`src/rtl/coregpio_deb_pkg.sv`:
```
// Shared register map and reset constants for the debounced APB GPIO block.
// Offsets are byte addresses; the low two address bits are never decoded.
package coregpio_deb_pkg;

  localparam int NUM_REGS = 8;

  localparam logic [7:0] OFF_DATA_IN    = 8'h00;
  localparam logic [7:0] OFF_DATA_OUT   = 8'h04;
  localparam logic [7:0] OFF_OE         = 8'h08;
  localparam logic [7:0] OFF_INT_EN     = 8'h0C;
  localparam logic [7:0] OFF_INT_POS    = 8'h10;
  localparam logic [7:0] OFF_INT_NEG    = 8'h14;
  localparam logic [7:0] OFF_INT_STAT   = 8'h18;
  localparam logic [7:0] OFF_DEB_PERIOD = 8'h1C;

  localparam logic [31:0] RST_VAL = 32'h0000_0000;

endpackage

```
`src/rtl/coregpio_deb_chan.sv`:
```
// One GPIO input channel: 2-flop synchroniser then a debounce filter; latency 2 + period + 1 cycles.
// rise/fall pulse for one cycle, combinationally, on the edge where the filtered value flips.
module coregpio_deb_chan
  import coregpio_deb_pkg::*;
#(
  parameter int DEB_W = 16
) (
  input  logic             clk,
  input  logic             rst,
  input  logic             pin_in,
  input  logic [DEB_W-1:0] deb_period,
  output logic             stable,
  output logic             rise,
  output logic             fall
);

  logic             meta_q, meta_d;
  logic             sync_q, sync_d;
  logic             stable_q, stable_d;
  logic [DEB_W-1:0] cnt_q, cnt_d;
  logic             qualify;

  // The >= compare lets a lowered period take effect on the very next cycle.
  always_comb begin
    meta_d   = pin_in;
    sync_d   = meta_q;
    stable_d = stable_q;
    cnt_d    = cnt_q;
    qualify  = 1'b0;
    if (sync_q == stable_q) begin
      cnt_d = '0;
    end else if (cnt_q >= deb_period) begin
      qualify  = 1'b1;
      stable_d = sync_q;
      cnt_d    = '0;
    end else begin
      cnt_d = cnt_q + DEB_W'(1);
    end
  end

  always_ff @(posedge clk) begin
    if (rst) begin
      meta_q   <= RST_VAL[0];
      sync_q   <= RST_VAL[0];
      stable_q <= RST_VAL[0];
      cnt_q    <= DEB_W'(RST_VAL);
    end else begin
      meta_q   <= meta_d;
      sync_q   <= sync_d;
      stable_q <= stable_d;
      cnt_q    <= cnt_d;
    end
  end

  assign stable = stable_q;
  assign rise   = qualify & sync_q;
  assign fall   = qualify & ~sync_q;

endmodule

```
`src/rtl/coregpio_deb_apb.sv`:
```
// APB3 GPIO with per-channel debounce and sticky edge interrupts; zero wait states, PREADY tied high.
// Register writes land on the access-phase edge; PRDATA, PSLVERR and INT are combinational from state.
module coregpio_deb_apb
  import coregpio_deb_pkg::*;
#(
  parameter int IO_NUM = 8,
  parameter int DEB_W  = 16
) (
  input  logic              PCLK,
  input  logic              PRESET,
  input  logic              PSEL,
  input  logic              PENABLE,
  input  logic              PWRITE,
  input  logic [7:0]        PADDR,
  input  logic [31:0]       PWDATA,
  output logic [31:0]       PRDATA,
  output logic              PREADY,
  output logic              PSLVERR,
  input  logic [IO_NUM-1:0] GPIO_IN,
  output logic [IO_NUM-1:0] GPIO_OUT,
  output logic [IO_NUM-1:0] GPIO_OE,
  output logic [IO_NUM-1:0] INT,
  output logic              INT_OR
);

  logic [IO_NUM-1:0] data_out_q, data_out_d;
  logic [IO_NUM-1:0] oe_q, oe_d;
  logic [IO_NUM-1:0] int_en_q, int_en_d;
  logic [IO_NUM-1:0] int_pos_q, int_pos_d;
  logic [IO_NUM-1:0] int_neg_q, int_neg_d;
  logic [IO_NUM-1:0] int_stat_q, int_stat_d;
  logic [DEB_W-1:0]  deb_period_q, deb_period_d;

  logic [IO_NUM-1:0] stable_vec, rise_vec, fall_vec, w1c_mask;
  logic [7:0]        reg_off;
  logic              wr_en, mapped, unused_bits;

  assign reg_off     = {PADDR[7:2], 2'b00};
  assign mapped      = PADDR[7:2] < 6'(NUM_REGS);
  assign wr_en       = PSEL & PENABLE & PWRITE;
  assign unused_bits = ^{PADDR[1:0], PWDATA};

  for (genvar i = 0; i < IO_NUM; i++) begin : g_chan
    coregpio_deb_chan #(.DEB_W(DEB_W)) u_chan (
      .clk       (PCLK),
      .rst       (PRESET),
      .pin_in    (GPIO_IN[i]),
      .deb_period(deb_period_q),
      .stable    (stable_vec[i]),
      .rise      (rise_vec[i]),
      .fall      (fall_vec[i])
    );
  end

  always_comb begin
    data_out_d   = data_out_q;
    oe_d         = oe_q;
    int_en_d     = int_en_q;
    int_pos_d    = int_pos_q;
    int_neg_d    = int_neg_q;
    deb_period_d = deb_period_q;
    w1c_mask     = '0;
    if (wr_en) begin
      case (reg_off)
        OFF_DATA_OUT:   data_out_d   = PWDATA[IO_NUM-1:0];
        OFF_OE:         oe_d         = PWDATA[IO_NUM-1:0];
        OFF_INT_EN:     int_en_d     = PWDATA[IO_NUM-1:0];
        OFF_INT_POS:    int_pos_d    = PWDATA[IO_NUM-1:0];
        OFF_INT_NEG:    int_neg_d    = PWDATA[IO_NUM-1:0];
        OFF_INT_STAT:   w1c_mask     = PWDATA[IO_NUM-1:0];
        OFF_DEB_PERIOD: deb_period_d = PWDATA[DEB_W-1:0];
        default:        ;
      endcase
    end
    // New events are ORed in after the clear so a coincident event survives.
    int_stat_d = (int_stat_q & ~w1c_mask) | (rise_vec & int_pos_q) | (fall_vec & int_neg_q);
  end

  always_ff @(posedge PCLK) begin
    if (PRESET) begin
      data_out_q   <= IO_NUM'(RST_VAL);
      oe_q         <= IO_NUM'(RST_VAL);
      int_en_q     <= IO_NUM'(RST_VAL);
      int_pos_q    <= IO_NUM'(RST_VAL);
      int_neg_q    <= IO_NUM'(RST_VAL);
      int_stat_q   <= IO_NUM'(RST_VAL);
      deb_period_q <= DEB_W'(RST_VAL);
    end else begin
      data_out_q   <= data_out_d;
      oe_q         <= oe_d;
      int_en_q     <= int_en_d;
      int_pos_q    <= int_pos_d;
      int_neg_q    <= int_neg_d;
      int_stat_q   <= int_stat_d;
      deb_period_q <= deb_period_d;
    end
  end

  always_comb begin
    PRDATA = '0;
    if (PSEL) begin
      case (reg_off)
        OFF_DATA_IN:    PRDATA = 32'(stable_vec);
        OFF_DATA_OUT:   PRDATA = 32'(data_out_q);
        OFF_OE:         PRDATA = 32'(oe_q);
        OFF_INT_EN:     PRDATA = 32'(int_en_q);
        OFF_INT_POS:    PRDATA = 32'(int_pos_q);
        OFF_INT_NEG:    PRDATA = 32'(int_neg_q);
        OFF_INT_STAT:   PRDATA = 32'(int_stat_q);
        OFF_DEB_PERIOD: PRDATA = 32'(deb_period_q);
        default:        PRDATA = '0;
      endcase
    end
  end

  assign PREADY   = 1'b1;
  assign PSLVERR  = PSEL & PENABLE & ~mapped;
  assign GPIO_OUT = data_out_q;
  assign GPIO_OE  = oe_q;
  assign INT      = int_stat_q & int_en_q;
  assign INT_OR   = |INT;

endmodule
```
`config.mk`:
```
export PLATFORM = sky130hd
export DESIGN_NAME = coregpio_deb_apb
export DESIGN_NICKNAME = d
export VERILOG_FILES = /design/src/rtl/coregpio_deb_pkg.sv /design/src/rtl/coregpio_deb_chan.sv /design/src/rtl/coregpio_deb_apb.sv
export SDC_FILE = /design/constraint.sdc
export NUM_CORES = 1
export LEC_CHECK = 0
export BUFFER_PORTS_ARGS = -buffer_cell sky130_fd_sc_hd__buf_2
export CAP_MARGIN = 20
export CORE_ASPECT_RATIO = 1.2
export CORE_MARGIN = 2
export CORE_UTILIZATION = 45
export CTS_BUF_LIST = sky130_fd_sc_hd__clkbuf_4 sky130_fd_sc_hd__clkbuf_8
export CTS_CLUSTER_DIAMETER = 100
export DETAILED_ROUTE_END_ITERATION = 8
export PLACE_DENSITY = 0.7
export SETUP_SLACK_MARGIN = 0.15
export SLEW_MARGIN = 20
export SYNTH_ARGS = -nofsm -noshare
export SYNTH_HDL_FRONTEND = slang
export SYNTH_SLANG_ARGS = --single-unit
export TNS_END_PERCENT = 100
```
`constraint.sdc`:
```
create_clock -name PCLK -period 2.5 [get_ports PCLK]
set_input_delay 0.375 -clock PCLK [delete_from_list [all_inputs] [get_ports PCLK]]
set_output_delay 0.375 -clock PCLK [all_outputs]
set_load 0.02 [all_outputs]
```
==> impl_metrics.tcl, run 1 <==
set metrics [dict create \
    status "finished, final reports clean" \
    clock_latency_ns 0.53 \
    worst_path_most_repeated_cell "or4_4" \
    end_kind "primary output" \
    cp.arrival_ns 2.11 \
    fin_worst_skew_ns 0.0161 \
    maxCapViolations 0 \
    p_leak_nw 5.65 \
    ant_nets 0 \
    synth_xor_area_share_pct 8.72 \
    power_frac_clock_pct 46.6 \
    crit_type "register to primary output" \
    slew_headroom_pct 59.5 \
    crit_buf_inv 1 \
    core_um2 26200 \
    cts_tree "built" \
    p_per_area_nw_per_um2 474 \
    gp_congestion 0.857 \
    period_share_pct 99.5 \
    grt_antenna_before_repair 0 \
    synth_edf_count 0 \
    first_iter_violations 543 \
    ys_types 59 \
    clkTransAtPathRegs_ns 0.06 \
    combPwrFrac_pct 3.1 \
    grt_max_degree 55 \
    clock_sinks 216 \
    slowest_delay_ns 0.53 \
    fin_ws_ns 0.0133 \
    clockRootBuffer "clkbuf_8" \
    rsz0062_at_grt "yes" \
    start_util_pct 45.7 \
    wl_mm 30.7 \
    synth_top_family_by_area "simple AND/OR/NAND/NOR gates" \
    min_path_type "primary input to register" \
    io_pins 112 \
    wl_per_cell_um 16.2 \
    syn_to_final_growth_pct 21.7 \
    synth_cells 1382 \
    p_int_w 0.00534 \
    die_x_um 153 \
    place_hpwl_mm 21.3 \
    drive_gt1_share_pct 20.7 \
    reg2reg_setup_slack_ns 0.24 \
    synthArstFlopShare_pct 0 \
    path_max_fanout 3 \
    hold_viol_final 0 \
    crit_chain "and2_4 > or4_4 > or4_4 > buf_6" \
    yosysSeqAreaShare_pct 36.2 \
    cpMaxStageDelayCell "or4_4" \
    yosysWarnings 0 \
    cts_buffer_depth 3 \
    numCtsBuffers 37 \
    grt_overflow 0 \
    netSwitchingPower_w 0.00156 \
    fmax_mhz 402 \
    h-tree-depth 2 \
    vias 10468 \
    grt_pass1_vias 10132 \
    viasPerCell 5.51 \
    die_area_um2 27900 \
    synth_compound_area_share_pct 10.2 \
    n_antenna_cell 0 \
    cp_data_required_time_ns 2.12 \
    slew_viol_final 0 \
    grt.total_usage_pct 21.6 \
    syn-cell-area_um2 12000 \
    switching_share_pct 22.7 \
    firstDrtPassIters 5 \
    path_delay_family "simple AND/OR/NAND/NOR gates" \
    muxShareOfSynthArea_pct 2.51 \
    synth_fa_ha_area_share_pct 14.2 \
    row_count 65 \
    vdd_drop_max_v 0.000434 \
    start_kind "register" \
    drc_errors 0 \
    fin_crit_ns 2.49 \
    avgSynthCellArea_um2 8.65 \
    grt_pass1_wl_mm 49.6 \
    pre_cts_ws_ns -0.101 \
    die_y_um 183 \
    synthSimpleGateAreaFrac_pct 24.1 \
    final_nets 1729 \
    portBuffers 76 \
    fin_util_pct 55.5 \
    worst_pin_slew_ns 0.603 \
    seqPwrFrac_pct 50.4 \
    setup_viol 0 \
    synth_ff_type "dfxtp_1" \
    ys_seq_elements 216 \
]
==> stage by stage <==
step | hold slack (ns) | power, W | instance area (µm²) | instances | setup TNS (ns)
3_3_place_gp | 0.420 | 0.00374 | 13000 | 1799 | 0
3_5_place_dp | 0.423 | 0.00374 | 13000 | 1799 | -1.15
4_1_cts | 0.0315 | 0.00697 | 14200 | 1887 | -0.00568
5_1_grt | 0.0521 | 0.00715 | 14500 | 1899 | -0.0305
2_1_floorplan | 0.414 | 0.00368 | 12100 | 1397 | 0
6_report | 0.0545 | 0.00690 | 14500 | 1899 | 0
==> logic make-up after synthesis <==
| family | after synthesis |
|---|---|
| simple gates | 590 |
| buf+inv | 98 |
| other cells | 2 |
| fa+ha+maj | 136 |
| mux | 30 |
| compound gates | 191 |
| flops | 216 |
| xor+xnor | 119 |
==> power by group through the flow <==
stage	logic, W	clock network [W]	registers (W)
global placement	0.000191	0	0.00355
finish	0.000211	0.00321	0.00347
global route	0.000228	0.00345	0.00347
detailed placement	0.000193	0	0.00355
floorplan	0.000135	0	0.00354
CTS	0.000206	0.00329	0.00347
==> final timing paths <==
| path | depth (start not counted) | from | to |
|---|---|---|---|
| hold / removal | 2 | GPIO_IN[0] | g_chan[0].u_chan.meta_q |
| hold reg to reg | 1 | g_chan[3].u_chan.meta_q | g_chan[3].u_chan.sync_q |
| setup / recovery | 4 | int_stat_q[0] | INT_OR |
| setup reg to reg | 8 | deb_period_q[1] | g_chan[5].u_chan.cnt_q[8] |
==> flip-flops by register name, summed over array words and instances, names as in the netlist <==
register and flops:
g_chan.u_chan.sync_q 8, g_chan.u_chan.cnt_q 128, int_stat_q 8, int_neg_q 8, g_chan.u_chan.stable 8, int_pos_q 8
deb_period_q 16, int_en_q 8, GPIO_OUT 8, GPIO_OE 8, g_chan.u_chan.meta_q 8
==> cell usage in the layout (no fill, tap or decap), drive strengths merged, types with 14 or more instances in the layout <==
cell / count
xnor2: 45
nand4: 39
nand3: 93
nor2b: 21
inv: 29
and4: 14
conb: 17
ha: 136
nand2: 120
xor2: 74
clkbuf: 57
o21ai: 24
and3: 32
mux2i: 30
nor3: 22
nand2b: 16
nor2: 195
buf: 164
a22oi: 32
a21oi: 80
dfxtp: 216
==> cell type report <==
class / count / area, µm²
Fill cell: 2274 / 11600
Sequential cell: 216 / 4340
Tap cell: 335 / 419
Inverter: 37 / 169
Multi-Input combinational cell: 1084 / 7560
Clock inverter: 6 / 35.0
Timing Repair Buffer: 164 / 1320
Clock buffer: 57 / 709
==> layer usage <==
metal,global-route usage (%),share of wire (%),wire length (µm)
met5,0,0,0
met4,9.85,4.0,1220
met3,3.02,4.8,1480
met2,39.5,50,15500
met1,24.9,41,12500
==> cell usage after synthesis, types with 4 or more instances <==
master	count	area share (%)
a21o_1	9	0.57
a21oi_1	80	3.3
a22oi_1	30	1.9
a31o_2	4	0.29
a31oi_1	5	0.26
a41oi_1	8	0.59
and2_1	10	0.52
and3_1	32	1.7
and4_1	14	1.0
buf_2	6	0.25
buf_4	19	1.2
buf_6	5	0.47
clkbuf_1	29	0.91
dfxtp_1	216	36
ha_1	136	14
inv_1	37	1.2
mux2i_1	30	2.5
nand2_1	120	3.8
nand2b_1	16	0.84
nand3_1	93	3.9
nand3b_1	8	0.50
nand4_1	39	2.0
nor2_1	192	6.0
nor2b_1	21	1.1
nor3_1	21	0.88
nor3b_1	4	0.25
o211ai_1	4	0.25
o21ai_0	24	1.0
o22ai_1	4	0.21
o311ai_0	5	0.37
xnor2_1	45	3.3
xor2_1	74	5.4
==> worst register-to-register path: stages (launching register included) <==
cell        delay (ns)
dfxtp_2           0.37
clkinvlp_4        0.19
ha_4              0.30
nor2b_1           0.13
o211a_1           0.20
o311a_1           0.36
or3_4             0.39
buf_8             0.16
nor2_1            0.11
==> timing repair <==
action                                  4_1_cts  5_1_grt
cloned                                        2        0
buffers inserted                             23       12
pin swaps                                    22       13
resized for setup                            57       51
hold endpoints to repair                      0        0
endpoints found under the setup margin       66      142
hold buffers                                  0        0
Power figures use the tool's default switching activity.
==> inputs of run 2 (changes only) <==
Settings changed: SETUP_SLACK_MARGIN 0.15 to 0.02.
==> run 2 against run 1 <==
  * Wire length is 1.9% lower
  * Largest power group unchanged
  * First-iteration DRC count grew 4.2%
  * Worst setup slack improved by 0.0028 ns
  * Maximum frequency rose by 0.11%
  * Non-clock buffer count decreased by 21
  * Sequential power about the same
  * Critical path type unchanged
==> impl_metrics.tcl, run 2 (synthesized netlist as in run 1, its figures left out) <==
set metrics [dict create \
    grt_max_degree 51 \
    clock_latency_ns 0.53 \
    rsz0062_at_grt "yes" \
    period_share_pct 99.4 \
    worst_pin_slew_ns 0.611 \
    wl_per_cell_um 16.0 \
    cpMaxStageDelayCell "or4_4" \
    gp_congestion 0.880 \
    setup-tns-final_ns 0 \
    viasPerCell 5.50 \
    p_per_area_nw_per_um2 504 \
    clockRootBuffer "clkbuf_8" \
    die_x_um 153 \
    final_nets 1707 \
    worst_path_most_repeated_cell "or4_4" \
    row_count 65 \
    path_max_fanout 2 \
    die_area_um2 27900 \
    reg_top3 "g_chan.u_chan.cnt_q x128, deb_period_q x16" \
    power_frac_clock_pct 48.5 \
    portBuffers 76 \
    cp_data_required_time_ns 2.12 \
    slew_headroom_pct 59.0 \
    start_util_pct 45.7 \
    fin_worst_skew_ns 0.0179 \
    mostFrequentLayoutCell "dfxtp_1" \
    vias 10346 \
    final_area_um2 14100 \
    fin_util_pct 54.0 \
    slowest_delay_ns 0.53 \
    grt_pass1_wl_mm 48.9 \
    final_cell_mix "212 x dfxtp_1, 192 x nor2_1, 134 x ha_1" \
    fin_ws_ns 0.0161 \
    netSwitchingPower_w 0.00164 \
    seqPwrFrac_pct 48.7 \
    setup_viol 0 \
    largest_register_ffs 128 \
    vdd_drop_max_v 0.000373 \
    clock_sinks 216 \
    regMostFlops "g_chan.u_chan.cnt_q" \
    switching_share_pct 22.9 \
    grt_pass1_vias 9804 \
    p_int_w 0.00550 \
    drive_gt1_share_pct 16.6 \
    grt_overflow 0 \
    placed_area_um2 13100 \
    syn_to_final_growth_pct 18.3 \
    cp.arrival_ns 2.11 \
    hold_slack_ns 0.0576 \
    first_iter_violations 566 \
    pre_cts_ws_ns -0.136 \
    place_hpwl_mm 21.4 \
    end_kind "primary output" \
    hold_viol_final 0 \
    crit_chain "and2_4 > or4_4 > or4_4 > buf_6" \
    min_path_type "primary input to register" \
    io_pins 112 \
    status "finished, final reports clean" \
    core_um2 26200 \
    die_y_um 183 \
    start_kind "register" \
    wl_mm 30.1 \
    ant_nets 0 \
    layout.area.seq_um2 4330 \
    crit_type "register to primary output" \
    h-tree-depth 2 \
    multi_input_area_um2 7320 \
    p_leak_nw 5.54 \
    fill_cells 2395 \
    drc_errors 0 \
    cts_tree "built" \
    clkTransAtPathRegs_ns 0.07 \
    firstDrtPassIters 5 \
    fin_crit_ns 2.48 \
    grt_antenna_before_repair 0 \
    cts_buffer_depth 3 \
    slew_viol_final 0 \
    grt.total_usage_pct 21.2 \
    fmax_mhz 403 \
    numCtsBuffers 37 \
    combPwrFrac_pct 2.8 \
    maxCapViolations 0 \
]
[run 2: cell count changes in the layout (fill, tap and decap cells not counted), sizes merged]
cell,previous run,this run
buf,164,143
clkinv,4,9
clkinvlp,10,5
inv,29,33
bufinv,0,1
clkbuf,57,56
diode,0,1
nor2,195,194
[run 2: final cells by class]
class | count | share of cell area, %
clock buffer | 56 | 5.14
tap | 335 | 2.96
antenna | 1 | 0.0177
clock inverter | 11 | 0.584
multi-input combinational | 1083 | 51.8
timing repair buffer | 143 | 7.82
sequential | 216 | 30.6
inverter | 37 | 1.09
[run 2: per-stage QoR]
step / total power, W / instances
4_1_cts: 0.00720 / 1871
5_1_grt: 0.00737 / 1881
6_report: 0.00714 / 1882
3_3_place_gp: 0.00374 / 1803
3_5_place_dp: 0.00375 / 1803
2_1_floorplan: 0.00368 / 1397
[run 2: final timing paths]
path | start | slack [ns] | depth (start not counted) | endpoint
hold reg to reg | g_chan[7].u_chan.meta_q | 0.44 | 1 | g_chan[7].u_chan.sync_q
setup reg to reg | deb_period_q[13] | 0.07 | 8 | g_chan[5].u_chan.cnt_q[11]
setup / recovery | int_stat_q[3] | 0.02 | 4 | INT_OR
hold / removal | GPIO_IN[4] | 0.06 | 2 | g_chan[4].u_chan.meta_q
[run 2: power by group through the flow]
stage	Sequential (W)	Combinational [W]	Clock (W)
floorplan	0.00354	0.000135	0
global placement	0.00355	0.000194	0
detailed placement	0.00355	0.000197	0
CTS	0.00347	0.000198	0.00353
global route	0.00347	0.000220	0.00368
finish	0.00347	0.000203	0.00346
[run 2: what timing repair did]
item	CTS	global route
endpoints found under the hold margin	0	0
setup buffers	1	10
cloned	0	0
pin swaps	2	7
setup endpoints to repair	10	102
hold buffers	0	0
resized for setup	11	30
[run 2: worst max-delay path, delay by kind of cell (launching register included)]
| family | cells | cell delay, ns |
|---|---|---|
| buf+inv | 1 | 0.15 |
| simple gates | 3 | 1.12 |
| flops | 1 | 0.33 |
[run 2: metal layers]
layer	up-vias	global-route usage [%]	wire length (µm)
li1	5118	-	-
met1	4868	25.7	12900
met2	302	37.4	14800
met3	58	2.99	1510
met4	0	9.15	881
met5	-	0	0
==> inputs of run 3 (changes only) <==
Settings changed: CORE_UTILIZATION 45 to 50, PLACE_DENSITY 0.7 to 0.76.
==> run 3 against run 2 <==
  * Count of clock-buffer cells in the layout rose by 3
  * First-iteration DRC count decreased by 8.5%
  * Clock power down 4%
  * Clock skew is 0.0093 ns higher
  * Total power down 2.2%
  * Die area fell by 9.8%
  * Wire length fell by 2.3%
  * Combinational power fell by 2%
  * Critical path depth did not move
  * Worst setup slack got worse by 0.0013 ns
  * Non-clock buffer count fell by 4
  * Utilization rose by 4.6 points
  * Highest routed layer unchanged
==> impl_metrics.tcl, run 3 (synthesized netlist as in run 1, its figures left out) <==
set metrics [dict create \
    core_um2 23700 \
    crit_type "register to primary output" \
    finalPower_w 0.00698 \
    pre_cts_ws_ns -0.0865 \
    maxCapViolations 0 \
    hold_end "g_chan[6].u_chan.meta_q" \
    clock_sinks 216 \
    cts_hold_buffers 0 \
    drc_errors 0 \
    h-tree-depth 2 \
    p_leak_nw 5.45 \
    mostFrequentLayoutCell "dfxtp_1" \
    clockRootBuffer "clkbuf_8" \
    cts_buffer_depth 3 \
    cp.arrival_ns 2.11 \
    stdcell_count 1858 \
    r2r_start "deb_period_q[12]" \
    place_inst 1792 \
    syn_to_final_growth_pct 16.3 \
    placed_area_um2 13000 \
    hold_viol_final 0 \
    final_area_um2 13900 \
    largest_register_ffs 128 \
    fin_worst_skew_ns 0.0272 \
    row_count 62 \
    period_share_pct 99.4 \
    vias 10359 \
    hold_depth 2 \
    grt.total_usage_pct 22.9 \
    place_hpwl_mm 21.2 \
    grt_pass1_wl_mm 48.0 \
    regMostFlops "g_chan.u_chan.cnt_q" \
    n_antenna_cell 0 \
    firstDrtPassIters 5 \
    clkTransAtPathRegs_ns 0.06 \
    numCtsBuffers 36 \
    first_iter_violations 518 \
    reg2reg_setup_slack_ns 0.12 \
    clock_latency_ns 0.53 \
    cts_tree "built" \
    grt_antenna_before_repair 0 \
    setup_viol 0 \
    r2r_end "g_chan[5].u_chan.cnt_q[14]" \
    holdCritStartpoint "GPIO_IN[6]" \
    slew_viol_final 0 \
    path_max_fanout 2 \
    viasPerCell 5.58 \
    min_path_type "primary input to register" \
    status "finished, final reports clean" \
    ant_nets 0 \
    io_pins 112 \
    grt_overflow 0 \
    reg_top3 "g_chan.u_chan.cnt_q x128, deb_period_q x16" \
    portBuffers 76 \
    cp_data_required_time_ns 2.12 \
    rsz0062_at_grt "yes" \
    fin_ws_ns 0.0147 \
    setup-tns-final_ns 0 \
    fin_crit_ns 2.49 \
    gp_congestion 0.889 \
    wl_per_cell_um 15.8 \
    fmax_mhz 402 \
    final_nets 1702 \
    slew_headroom_pct 61.1 \
    start_util_pct 50.4 \
    wl_mm 29.4 \
    end_kind "primary output" \
    start_kind "register" \
    ff2ff_path_depth 8 \
    grt_pass1_vias 10045 \
    grt_max_degree 46 \
    final_cell_mix "210 x dfxtp_1, 192 x nor2_1, 135 x ha_1" \
    die_y_um 173 \
    vdd_drop_max_v 0.000379 \
    die_area_um2 25200 \
    drive_gt1_share_pct 15.7 \
    die_x_um 145 \
    p_per_area_nw_per_um2 502 \
    worst_pin_slew_ns 0.574 \
]
## run 3: power by group
group          switching, W  total [W]  internal, W
combinational      0.000129   0.000199    0.0000700
clock               0.00143    0.00331      0.00188
sequential        0.0000150    0.00347      0.00346
## run 3: worst max-delay path by stage
stage	startpoint	to	slack, ns	depth (start not counted)
after global routing	int_stat_q[3]	INT_OR	-0.02	4
after global placement	PADDR[5]	PRDATA[7]	-0.07	8
after detailed placement	PADDR[5]	PRDATA[4]	-0.09	8
after CTS	int_stat_q[2]	INT_OR	-0.006	4
final	int_stat_q[2]	INT_OR	0.01	4
after floorplan	PADDR[5]	PRDATA[4]	0.08	6
## run 3: metal layers
| layer | share of wire (%) | wire, µm | track usage [%] | vias to the layer above |
|---|---|---|---|---|
| li1 | - | - | - | 5099 |
| met1 | 41 | 12100 | 26.4 | 4868 |
| met2 | 50 | 14700 | 41.7 | 302 |
| met3 | 4.6 | 1350 | 3.37 | 90 |
| met4 | 4.2 | 1230 | 10.4 | 0 |
| met5 | 0 | 0 | 0 | - |
## run 3: metrics by stage
step | hold slack (ns) | utilization, %
2_1_floorplan | 0.414 | -
3_3_place_gp | 0.419 | 54.8
3_5_place_dp | 0.424 | 54.8
4_1_cts | 0.0252 | 58.2
5_1_grt | 0.0488 | 58.6
6_report | 0.0469 | 58.6
## run 3: worst max-delay path, stage by stage (launching register included)
cell	delay, ns
dfxtp_2	0.32
and2_4	0.16
or4_4	0.53
or4_4	0.43
buf_6	0.15
## run 3: area by class of cell
cell class / instances / area (µm²)
Inverter: 37 / 143
Clock buffer: 59 / 743
Multi-Input combinational cell: 1083 / 7280
Timing Repair Buffer: 139 / 988
Tap cell: 320 / 400
Clock inverter: 4 / 23.8
Fill cell: 2073 / 9830
Sequential cell: 216 / 4330
## run 3: repair_timing
action,CTS,global route
setup buffers,1,2
gates resized for setup,12,21
setup endpoints to repair,9,76
pin swaps,1,0
